File: src/rtl/riscv_memory_port.sv
// +--------------------------------------------------------------------------+
// | riscv_memory_port: turns level-held cache requests into one split        |
// | request/response RAM bus transaction, with a timeout and error flag.     |
// | Revision: 1.0                                                            |
// +--------------------------------------------------------------------------+
`default_nettype none

module riscv_memory_port #(
   parameter int TIMEOUT   = 255,
   parameter int CNT_WIDTH = 8
) (
   input  logic        clk_i,
   input  logic        rst_ni,
   input  logic [31:0] memory_address_i,
   input  logic        memory_read_i,
   input  logic        memory_write_i,
   input  logic [31:0] memory_out_i,
   output logic [31:0] memory_in_o,
   output logic        memory_ready_o,
   output logic [31:0] memory_address_requested_o,
   output logic [31:0] bus_address_o,
   output logic        bus_write_o,
   output logic [31:0] bus_wdata_o,
   output logic        bus_valid_o,
   input  logic        bus_ready_i,
   input  logic        bus_rvalid_i,
   input  logic [31:0] bus_rdata_i,
   output logic        bus_error_o
);

   typedef enum logic [1:0] {
      S_IDLE = 2'd0,
      S_REQ  = 2'd1,
      S_WAIT = 2'd2,
      S_DONE = 2'd3
   } state_t;

   localparam logic [CNT_WIDTH-1:0] c_last_cnt = CNT_WIDTH'(TIMEOUT - 1);

   state_t               state_q;
   logic [31:0]          addr_q;
   logic [31:0]          wdata_q;
   logic                 write_q;
   logic [31:0]          rdata_q;
   logic [31:0]          req_addr_q;
   logic                 ready_q;
   logic                 valid_q;
   logic                 error_q;
   logic [CNT_WIDTH-1:0] cnt_q;

   always_ff @(posedge clk_i) begin
      if (!rst_ni) begin
         state_q    <= S_IDLE;
         addr_q     <= 32'h0;
         wdata_q    <= 32'h0;
         write_q    <= 1'b0;
         rdata_q    <= 32'h0;
         req_addr_q <= 32'h0;
         ready_q    <= 1'b0;
         valid_q    <= 1'b0;
         error_q    <= 1'b0;
         cnt_q      <= '0;
      end else begin
         ready_q <= 1'b0;
         case (state_q)
            S_IDLE: begin
               // Write wins when both are requested; the read is simply dropped.
               if (memory_write_i || memory_read_i) begin
                  addr_q  <= memory_address_i & 32'hFFFF_FFFC;
                  wdata_q <= memory_out_i;
                  write_q <= memory_write_i;
                  valid_q <= 1'b1;
                  state_q <= S_REQ;
               end
            end
            S_REQ: begin
               if (bus_ready_i) begin
                  valid_q <= 1'b0;
                  cnt_q   <= '0;
                  state_q <= S_WAIT;
               end
            end
            S_WAIT: begin
               if (bus_rvalid_i) begin
                  rdata_q    <= write_q ? wdata_q : bus_rdata_i;
                  req_addr_q <= addr_q;
                  ready_q    <= 1'b1;
                  state_q    <= S_DONE;
               end else if (cnt_q == c_last_cnt) begin
                  rdata_q    <= 32'h0;
                  req_addr_q <= addr_q;
                  error_q    <= 1'b1;
                  ready_q    <= 1'b1;
                  state_q    <= S_DONE;
               end else begin
                  cnt_q <= cnt_q + CNT_WIDTH'(1);
               end
            end
            S_DONE: begin
               state_q <= S_IDLE;
            end
            default: begin
               state_q <= S_IDLE;
            end
         endcase
      end
   end

   assign memory_in_o                = rdata_q;
   assign memory_ready_o             = ready_q;
   assign memory_address_requested_o = req_addr_q;
   assign bus_address_o              = addr_q;
   assign bus_write_o                = write_q;
   assign bus_wdata_o                = wdata_q;
   assign bus_valid_o                = valid_q;
   assign bus_error_o                = error_q;

endmodule

`default_nettype wire

File: config.mk
export PLATFORM = sky130hd
export DESIGN_NAME = riscv_memory_port
export DESIGN_NICKNAME = d
export VERILOG_FILES = /design/src/rtl/riscv_memory_port.sv
export SDC_FILE = /design/constraint.sdc
export NUM_CORES = 1
export LEC_CHECK = 0
export CORE_ASPECT_RATIO = 0.75
export CORE_MARGIN = 2
export CORE_UTILIZATION = 30
export CTS_BUF_LIST = sky130_fd_sc_hd__clkbuf_4 sky130_fd_sc_hd__clkbuf_8
export DETAILED_ROUTE_END_ITERATION = 10
export PLACE_DENSITY = 0.72
export SLEW_MARGIN = 20
export SYNTH_ARGS = -nofsm -noshare
export SYNTH_HDL_FRONTEND = slang
export SYNTH_SLANG_ARGS = --single-unit
File: constraint.sdc
create_clock -name clk_i -period 2.7 [get_ports clk_i]
set_clock_uncertainty 0.1 [all_clocks]
set_input_delay 0.54 -clock clk_i [delete_from_list [all_inputs] [get_ports clk_i]]
set_output_delay 0.54 -clock clk_i [all_outputs]
set_load 0.01 [all_outputs]
==> metrics, run 1 <==
Overflow after GRT=0; root buf cell=clkbuf_8; Die ar.=~19000 µm²; most frequent cells in the layout=clkdlybuf4s50_1 (226), nand2_1 (194), dfxtp_1 (137), a21oi_1 (69), mux2i_1 (63); Hold-fix buffers, CTS=0; Mapped Avg Cell Area=between 9 and 10 µm²; max-cap viol count=0; latest clock arrival within the worst-skew pair=approximately 0.44 ns; Final min period=about 2.1 ns; Top Usage Layer GRT=met2; Hold WC Path Type=reg2reg; post-CTS sizing=0; worst-path fanout max=12; met1 Use GR=0.218; Die Y-Extent=approximately 120 µm; Initial Util=0.307; RSZ-0062 raised after global routing=false; GRT Overall Usage=0.173; static leakage=~0.0030 µW; pre-CTS worst setup slack=~0.36 ns; dominant synthesized flop cell=dfxtp_1; initial antenna violation count=0; Seq cells post-synth=between 100 and 150; Final Hold Fails=0; first-pass GRT wire length=~26 mm; CTS Buffer Depth=2; Post-layout nets=between 900 and 1000; IO Pins=234; largest net degree at the start of global routing=64; Syn Std Cell Area=around 5400 µm²; Top delay family on crit path=simple AND/OR/NAND/NOR gates; antenna cells=0; Storage cell area=~2800 µm²; vias in the first global route=5020; Via-to-Cell Ratio=~4.6; yosys synthesis warning count=0; port buffer count=between 200 and 250; Post-Route WL=roughly 17 mm; Reg2Reg Setup Slack=just under 0.6 ns; most common cell after layout, fill and taps aside=clkdlybuf4s50_1; Setup Viol. Count Final=0; core area=roughly 18000 µm²; Syn Inst Count=603; routed via count=between 4000 and 5000; FFs w/ async S/R, synth=0; postcts setup bufs=0; Final Max Tran Viols=0; row count=42; Worst EP required=a little under 3 ns; status=finished, final reports clean; Peak Freq=0.474 GHz; Slew headroom=0.581; Pwr Density=a little over 800 nW/µm²; post-DR wirelength/cell=around 15 µm; Final period util=0.782; Setup WS post-layout=around 0.59 ns; area grow syn2layout=53.0%; CP Buf/Inv Count=2; clock sink total=138; met3 Use GR=0.0775; die width=approximately 160 µm; total CTS buffers=17; Critical Path Max Stage Delay=roughly 0.54 ns; CP Capture Type=register; area of the multi-input gates=roughly 2400 µm²; DPL Wire Length=roughly 11 mm; gpl congestion=0.806; H-tree levels=4; CP Cell Sequence=inv_1 -> ha_1 -> buf_4 -> nand4_1 -> o211ai_2 -> or4_1 -> a21oi_1; Setup CP Type=reg2reg; drt first pass iters=4; Post-synth EDFFs=0; data arrival time of the worst path=approximately 2.4 ns; DRC Markers=0; maximum vdd ir drop=around 0.00042 V; share of layout cells above drive strength 1=0.0688; slowest stage cell, crit path=or4_1; Iteration-0 DRC Markers=around 270; startpoint types=register; setup tns final=0 ns; Seq/Total Area, Yosys=0.508; number of fill cells=1723; Clock transition at path regs=0.08 ns; antenna viol nets, final=0; CTS tree=yes; final core occ=0.470; worst slew pin tran=between 0.6 and 0.7 ns; Yosys cell types=39; met2 usage=0.269
==> flip-flops by register name (all words and copies together) (netlist names) <==
signal / flops
bus_address_o: 30
bus_error_o: 1
bus_valid_o: 1
bus_wdata_o: 32
bus_write_o: 1
cnt_q: 8
memory_address_requested_o: 30
memory_in_o: 32
memory_ready_o: 1
state_q: 2
==> power by group <==
part	leakage [µW]	switching [µW]	internal [µW]
Clock	0.000180	852	754
Sequential	0.00113	233	2360
Combinational	0.00165	1360	1220
==> final timing paths <==
check                            startpoint                        endpoint  depth (start not counted)
min reg2reg  memory_address_requested_o[22]  memory_address_requested_o[22]                          2
min          memory_address_requested_o[22]  memory_address_requested_o[22]                          2
max                              state_q[0]                        cnt_q[5]                          7
max reg2reg                      state_q[0]                        cnt_q[5]                          7
==> cells by family (layout without fill, tap and decap cells) <==
logic type               count (synthesis)  count (layout)  synth area share
AND/OR/NAND/NOR                        220             220             0.164
flip-flops                             138             138             0.508
XOR/XNOR                                 1               1           0.00161
other                                    1               4          0.000689
adder cells (fa/ha/maj)                  6               6            0.0138
AO/OA/AOI/OAI                          120             120             0.143
buffers and inverters                   53             276            0.0504
multiplexers                            64              64             0.119
==> Yosys cell counts (2+ instances only) <==
library cell  count  area (µm²)
nand2_1         194         728
dfxtp_1         138        2760
a21oi_1          70         350
mux2i_1          63         631
o2bb2ai_1        32         280
clkbuf_1         25        93.8
buf_2            12        60.1
buf_6             6        67.6
ha_1              6        75.1
nor2_1            6        22.5
inv_1             5        18.8
o21ai_0           5        25.0
buf_4             4        30.0
nand3_1           4        20.0
or3_1             4        25.0
and3_1            2        12.5
nand4_1           2        12.5
nor2b_1           2        12.5
o31ai_1           2        15.0
or4_1             2        15.0
==> cell type report <==
class,instances,share of cell area
Sequential cell,138,0.332
Multi-Input combinational cell,415,0.294
Timing Repair Buffer,239,0.291
Tap cell,242,0.0364
Clock buffer,19,0.0299
Clock inverter,13,0.0147
Inverter,5,0.00225
==> metrics by stage <==
stage               instances  cell area, µm²  hold WS, ns  power [µW]
CTS                      1071            8320        0.325        6860
floorplan                 606            5450        0.351        4030
detailed placement       1039            7950        0.346        5230
global route             1071            8320        0.332        7220
finish                   1071            8320        0.359        6780
global placement         1039            7950        0.341        5190
==> per-layer routing <==
metal	vias to the layer above	routed length [µm]
li1	2462	-
met1	2309	7750
met2	164	7170
met3	15	1380
met4	0	226
met5	-	0
==> worst reg2reg max path, delay by kind of cell, from the launching register on <==
family                   cells  cell delay [ns]
AO/OA/AOI/OAI                2             0.37
buffers and inverters        2             0.29
flip-flops                   1             0.37
adder cells (fa/ha/maj)      1             0.26
AND/OR/NAND/NOR              2             0.66
Power figures use the tool's default switching activity.
==> run 2: changes to the inputs <==
--- a/config.mk
+++ b/config.mk
@@ -10,7 +10,7 @@
 export CORE_UTILIZATION = 30
 export CTS_BUF_LIST = sky130_fd_sc_hd__clkbuf_4 sky130_fd_sc_hd__clkbuf_8
 export DETAILED_ROUTE_END_ITERATION = 10
-export PLACE_DENSITY = 0.72
+export PLACE_DENSITY = 0.74
 export SLEW_MARGIN = 20
 export SYNTH_ARGS = -nofsm -noshare
 export SYNTH_HDL_FRONTEND = slang
==> constraint.sdc (replaced) <==
create_clock -name clk_i -period 1.9 [get_ports clk_i]
set_clock_uncertainty 0.1 [all_clocks]
set_input_delay 0.38 -clock clk_i [delete_from_list [all_inputs] [get_ports clk_i]]
set_output_delay 0.38 -clock clk_i [all_outputs]
set_load 0.01 [all_outputs]
==> run 2 against run 1 <==
Net effect: register-to-register slack worse by 0.48 ns; final cell count rose by 1.2%; non-clock buffer count increased by 13; highest routed layer unchanged; critical endpoint is now bus_wdata_o[26]; core utilization rose by 1.8 points; largest power group is now combinational logic; largest cell class unchanged; die area stayed put; combinational power rose by 47%; clock-buffer cell count stayed put.
==> metrics, run 2 (synthesis gave the netlist of run 1 again) <==
routed via count=4991 (+0.83%); Storage cell area=2770 µm² (about the same); DRC Markers=0 (unchanged); hold depth=2 (unchanged); startpoint types=register; drt first pass iters=4 (unchanged); Power, Total=10000 µW (+48%); root buf cell=clkbuf_8; clock sink total=138 (unchanged); Final min period=around 1.8 ns; max-cap viol count=0 (unchanged); Peak Freq=0.542 GHz; Reg2Reg Setup Slack=0.11 ns (-0.48 ns); slowest stage cell, crit path=clkdlybuf4s50_1; GRT Overall Usage=0.170 (-0.00335); area grow syn2layout=58.9%; post-DR wirelength/cell=15.2 µm (-1.2%); Die ar.=19200 µm² (unchanged); Worst R2R End=memory_in_o[14]; antenna viol nets, final=0 (unchanged); static leakage=0.00390 µW (+32%); share of layout cells above drive strength 1=0.0891 (+0.0203); Final period util=0.971; Setup CP Type=reg2out; Top delay family on crit path=buffers and inverters; r2r worst-path depth=8 (+1); Iteration-0 DRC Markers=292 (+9.0%); Critical Path Max Stage Delay=0.55 ns (about the same); CP Capture Type=output pin; Final Max Tran Viols=0 (unchanged); row count=42 (unchanged); Initial Util=0.307 (unchanged); worst slew pin tran=0.602 ns (-0.0275 ns); Pwr Density=1160 nW/µm² (+43%); largest net degree at the start of global routing=39 (-39%); die width=159 µm (unchanged); Post-layout nets=937 (+1.4%); maximum vdd ir drop=0.000439 V (+5.2%); IO Pins=234 (unchanged); vias in the first global route=4921 (-2.0%); H-tree levels=4 (unchanged); setup tns final=0 ns (unchanged); area of the multi-input gates=2480 µm² (+1.3%); gpl congestion=0.790 (-2.0%); most frequent cells in the layout=nand2_1 (194), clkdlybuf4s50_1 (167), dfxtp_1 (135), a21oi_1 (69), mux2i_1 (63); CTS Buffer Depth=2 (unchanged); Setup Viol. Count Final=0 (unchanged); Worst EP required=1.42 ns (-1.55 ns); DPL Wire Length=11.3 mm (+2.1%); antenna cells=0 (unchanged); most common cell after layout, fill and taps aside=nand2_1; Clock transition at path regs=0.08 ns (about the same); Critical R2R Launch=cnt_q[0]; Post-Route WL=16.5 mm (about the same); data arrival time of the worst path=1.36 ns (-1.02 ns); port buffer count=227 (unchanged); first-pass GRT wire length=25.7 mm (-2.7%); Slew headroom=0.599 (+0.0183); latest clock arrival within the worst-skew pair=0.45 ns (about the same); Die Y-Extent=121 µm (unchanged); core area=17700 µm² (unchanged); Overflow after GRT=0 (unchanged); Via-to-Cell Ratio=4.60 (-0.38%); Hold Startpoint=rst_ni; CP Buf/Inv Count=1 (-1); Hold Path End=state_q[0]; Stages on worst setup path=1 (-6); CTS tree=yes; worst-path fanout max=3 (-9); total CTS buffers=17 (unchanged); number of fill cells=1696 (-1.6%); Hold-fix buffers, CTS=0 (unchanged); status=finished, final reports clean; CP Cell Sequence=clkdlybuf4s50_1; initial antenna violation count=0 (unchanged); Hold WC Path Type=in2reg; Final Hold Fails=0 (unchanged)
## run 2: how the worst max path moves through the flow
stage / from / end
5_1_grt: bus_wdata_o[26] / bus_wdata_o[26]
4_1_cts: bus_wdata_o[20] / bus_wdata_o[20]
2_1_floorplan: state_q[1] / cnt_q[3]
3_3_place_gp: bus_ready_i / cnt_q[6]
3_5_place_dp: bus_ready_i / cnt_q[6]
6_report: bus_wdata_o[26] / bus_wdata_o[26]
## run 2: final cells by class
cell class / count / area share
Clock buffer: 19 / 0.0288
Clock inverter: 13 / 0.0195
Inverter: 5 / 0.00217
Multi-Input combinational cell: 415 / 0.287
Sequential cell: 138 / 0.320
Tap cell: 242 / 0.0350
Timing Repair Buffer: 252 / 0.308
## run 2: repair_timing
| item | 4_1_cts | 5_1_grt |
|---|---|---|
| buffers inserted | 0 | 1 |
| cloned | 0 | 1 |
| hold endpoints to repair | 0 | 0 |
| pin swaps | 0 | 1 |
| setup endpoints to repair | 15 | 82 |
| resized for setup | 14 | 54 |
## run 2: power breakdown
group          switching (µW)  leakage (µW)  internal, µW  total, µW
logic                    1960       0.00257          1830       3790
clock network            1210      0.000200          1340       2550
registers                 331       0.00113          3360       3690
## run 2: through the flow
| step | hold slack (ns) | util | worst slack [ns] | cell area, µm² | cells |
|---|---|---|---|---|---|
| after floorplan | 0.351 | - | 0.223 | 5450 | 606 |
| after global placement | 0.341 | 0.455 | -0.0633 | 8060 | 1050 |
| after detailed placement | 0.347 | 0.455 | -0.109 | 8060 | 1050 |
| after CTS | 0.158 | 0.478 | 0.00102 | 8460 | 1082 |
| after global routing | 0.174 | 0.488 | -0.00612 | 8640 | 1084 |
| final | 0.192 | 0.488 | 0.0559 | 8640 | 1084 |
## run 2: metal layers
layer / vias to the layer above / part of all wire / GRT usage
li1: 2496 / - / -
met1: 2315 / 0.46 / 0.211
met2: 157 / 0.44 / 0.266
met3: 23 / 0.074 / 0.0683
met4: 0 / 0.021 / 0.0619
met5: - / 0 / 0
## run 2: worst reg2reg max path, cell delays in order (launching register included)
cell and delay, ns:
dfxtp_1 0.36, inv_1 0.08, ha_1 0.22, nand3_1 0.17, o21bai_4 0.10, buf_4 0.14, a21oi_4 0.16, buf_12 0.22
o2bb2ai_1 0.17
==> run 3: changes to the inputs <==
--- a/config.mk
+++ b/config.mk
@@ -7,10 +7,10 @@
 export LEC_CHECK = 0
 export CORE_ASPECT_RATIO = 0.75
 export CORE_MARGIN = 2
-export CORE_UTILIZATION = 30
+export CORE_UTILIZATION = 39
 export CTS_BUF_LIST = sky130_fd_sc_hd__clkbuf_4 sky130_fd_sc_hd__clkbuf_8
 export DETAILED_ROUTE_END_ITERATION = 10
-export PLACE_DENSITY = 0.74
+export PLACE_DENSITY = 0.9
 export SLEW_MARGIN = 20
 export SYNTH_ARGS = -nofsm -noshare
 export SYNTH_HDL_FRONTEND = slang
==> run 3 against run 2 <==
Net effect: first-iteration DRC count rose by 6.5%; combinational power rose by 3%; global-route usage rose by 4.0 points; non-clock buffer count fell by 3; register-to-register slack got worse by 0.04 ns; via count rose by 0.96%; final cell count fell by 6.5%; sequential share of layout area rose by 0.57 points; flip-flop and latch count did not move; routed wire length fell by 2.1%; largest power group unchanged.
==> metrics, run 3 (synthesis gave the netlist of run 1 again) <==
status=finished, final reports clean; pre-CTS worst setup slack=-0.141 ns (-0.0325 ns); largest net degree at the start of global routing=59 (+51%); post-DR wirelength/cell=15.9 µm (+4.6%); Die ar.=14900 µm² (-22%); Storage cell area=2770 µm² (+0.14%); vias in the first global route=5079 (+3.2%); Clock transition at path regs=0.08 ns (about the same); Top delay family on crit path=buffers and inverters; CP Cell Sequence=clkdlybuf4s50_1; Final Max Tran Viols=0 (unchanged); Iteration-0 DRC Markers=311 (+6.5%); Overflow after GRT=0 (unchanged); maximum vdd ir drop=0.000768 V (+75%); slowest stage cell, crit path=clkdlybuf4s50_1; CP Buf/Inv Count=1 (unchanged); H-tree levels=4 (unchanged); core area=13700 µm² (-23%); Pwr Density=1200 nW/µm² (+3.0%); Hold WC Path Type=in2reg; WHS=0.235 ns (+0.0432 ns); Hold-fix buffers, CTS=0 (unchanged); startpoint types=register; root buf cell=clkbuf_8; antenna viol nets, final=0 (unchanged); max-cap viol count=0 (unchanged); share of layout cells above drive strength 1=0.0882 (-0.000873); CTS tree=yes; worst-path fanout max=3 (unchanged); GRT Overall Usage=0.210 (+0.0401); Non-Filler Instances=1014 (-6.5%); antenna cells=0 (unchanged); DRC Markers=0 (unchanged); die width=140 µm (-12%); DPL Wire Length=10.8 mm (-4.4%); area of the multi-input gates=2480 µm² (+0.15%); CP Capture Type=output pin; Setup CP Type=reg2out; data arrival time of the worst path=1.36 ns (about the same); total CTS buffers=17 (unchanged); Slew headroom=0.602 (+0.00314); clock sink total=138 (unchanged); Initial Util=0.398 (+0.0912); Peak Freq=0.543 GHz (+0.12%); static leakage=0.00330 µW (-15%); most frequent cells in the layout=clkdlybuf4s50_1 (211), nand2_1 (194), dfxtp_1 (134), a21oi_1 (68), mux2i_1 (63); latest clock arrival within the worst-skew pair=0.42 ns (-0.03 ns); number of fill cells=1112 (-34%); port buffer count=227 (unchanged); CTS Buffer Depth=2 (unchanged); Critical Path Max Stage Delay=0.55 ns (about the same); Final period util=0.969 (-0.00115); Die Y-Extent=106 µm (-12%); IO Pins=234 (unchanged); initial antenna violation count=0 (unchanged); first-pass GRT wire length=25.1 mm (-2.3%); area grow syn2layout=56.3%; worst slew pin tran=0.597 ns (-0.00470 ns); Final Hold Fails=0 (unchanged); row count=37 (-12%); Via-to-Cell Ratio=4.97 (+7.9%); Worst EP required=1.42 ns (about the same); drt first pass iters=6 (+2); Setup WS post-layout=0.0580 ns (+0.00218 ns); Post-layout nets=934 (-0.32%); gpl congestion=0.804 (+1.8%); Setup Viol. Count Final=0 (unchanged); placed cell count=981 (-6.6%); Final min period=1.84 ns (-0.00218 ns); Post-Route WL=16.2 mm (-2.1%); routed via count=5039 (+0.96%); most common cell after layout, fill and taps aside=clkdlybuf4s50_1
-- run 3: cell count changes in the layout (fill, tap and decap cells not counted), sizes merged --
cell and change:
clkbuf -2, clkinvlp -1, dlymetal6s2s -33, inv +3, buf -3, dlygate4sd2 -11, clkdlybuf4s50 +44
-- run 3: routing by layer --
layer | GRT usage | vias up | part of all wire
met5 | 0 | - | 0
met4 | 0.0700 | 0 | 0.014
met3 | 0.0725 | 20 | 0.078
met2 | 0.354 | 173 | 0.48
met1 | 0.251 | 2364 | 0.43
li1 | - | 2482 | -
-- run 3: timing repair --
| action | CTS | global route |
|---|---|---|
| setup endpoints to repair | 4 | 24 |
| setup buffers | 0 | 0 |
| gates resized for setup | 4 | 23 |
| gates cloned | 0 | 1 |
-- run 3: path summary, 6_finish.rpt --
path | from | endpoint | slack (ns) | cells after the start
worst max-delay path | bus_address_o[3] | bus_address_o[3] | 0.06 | 1
worst min-delay path | rst_ni | state_q[0] | 0.23 | 2
worst max register to register | state_q[1] | cnt_q[5] | 0.07 | 6
worst min register to register | memory_address_requested_o[18] | memory_address_requested_o[18] | 0.36 | 2
-- run 3: power breakdown --
part	internal [µW]	leakage (µW)	switching, µW
clock network	1330	0.000204	1230
registers	3370	0.00113	334
logic	1930	0.00196	1990
-- run 3: final cells by class --
type	instances	share of cell area
Tap cell	175	0.0257
Inverter	5	0.00221
Clock inverter	15	0.0221
Timing Repair Buffer	249	0.305
Clock buffer	17	0.0275
Sequential cell	138	0.326
Multi-Input combinational cell	415	0.292
-- run 3: stage by stage --
step,cell area (µm²),utilization,TNS (ns),total power [µW]
2_1_floorplan,5450,-,0,5720
3_3_place_gp,7980,0.584,-0.202,7490
3_5_place_dp,7980,0.584,-0.835,7580
4_1_cts,8410,0.616,0,10200
5_1_grt,8500,0.623,-0.0508,10800
6_report,8500,0.623,0,10200
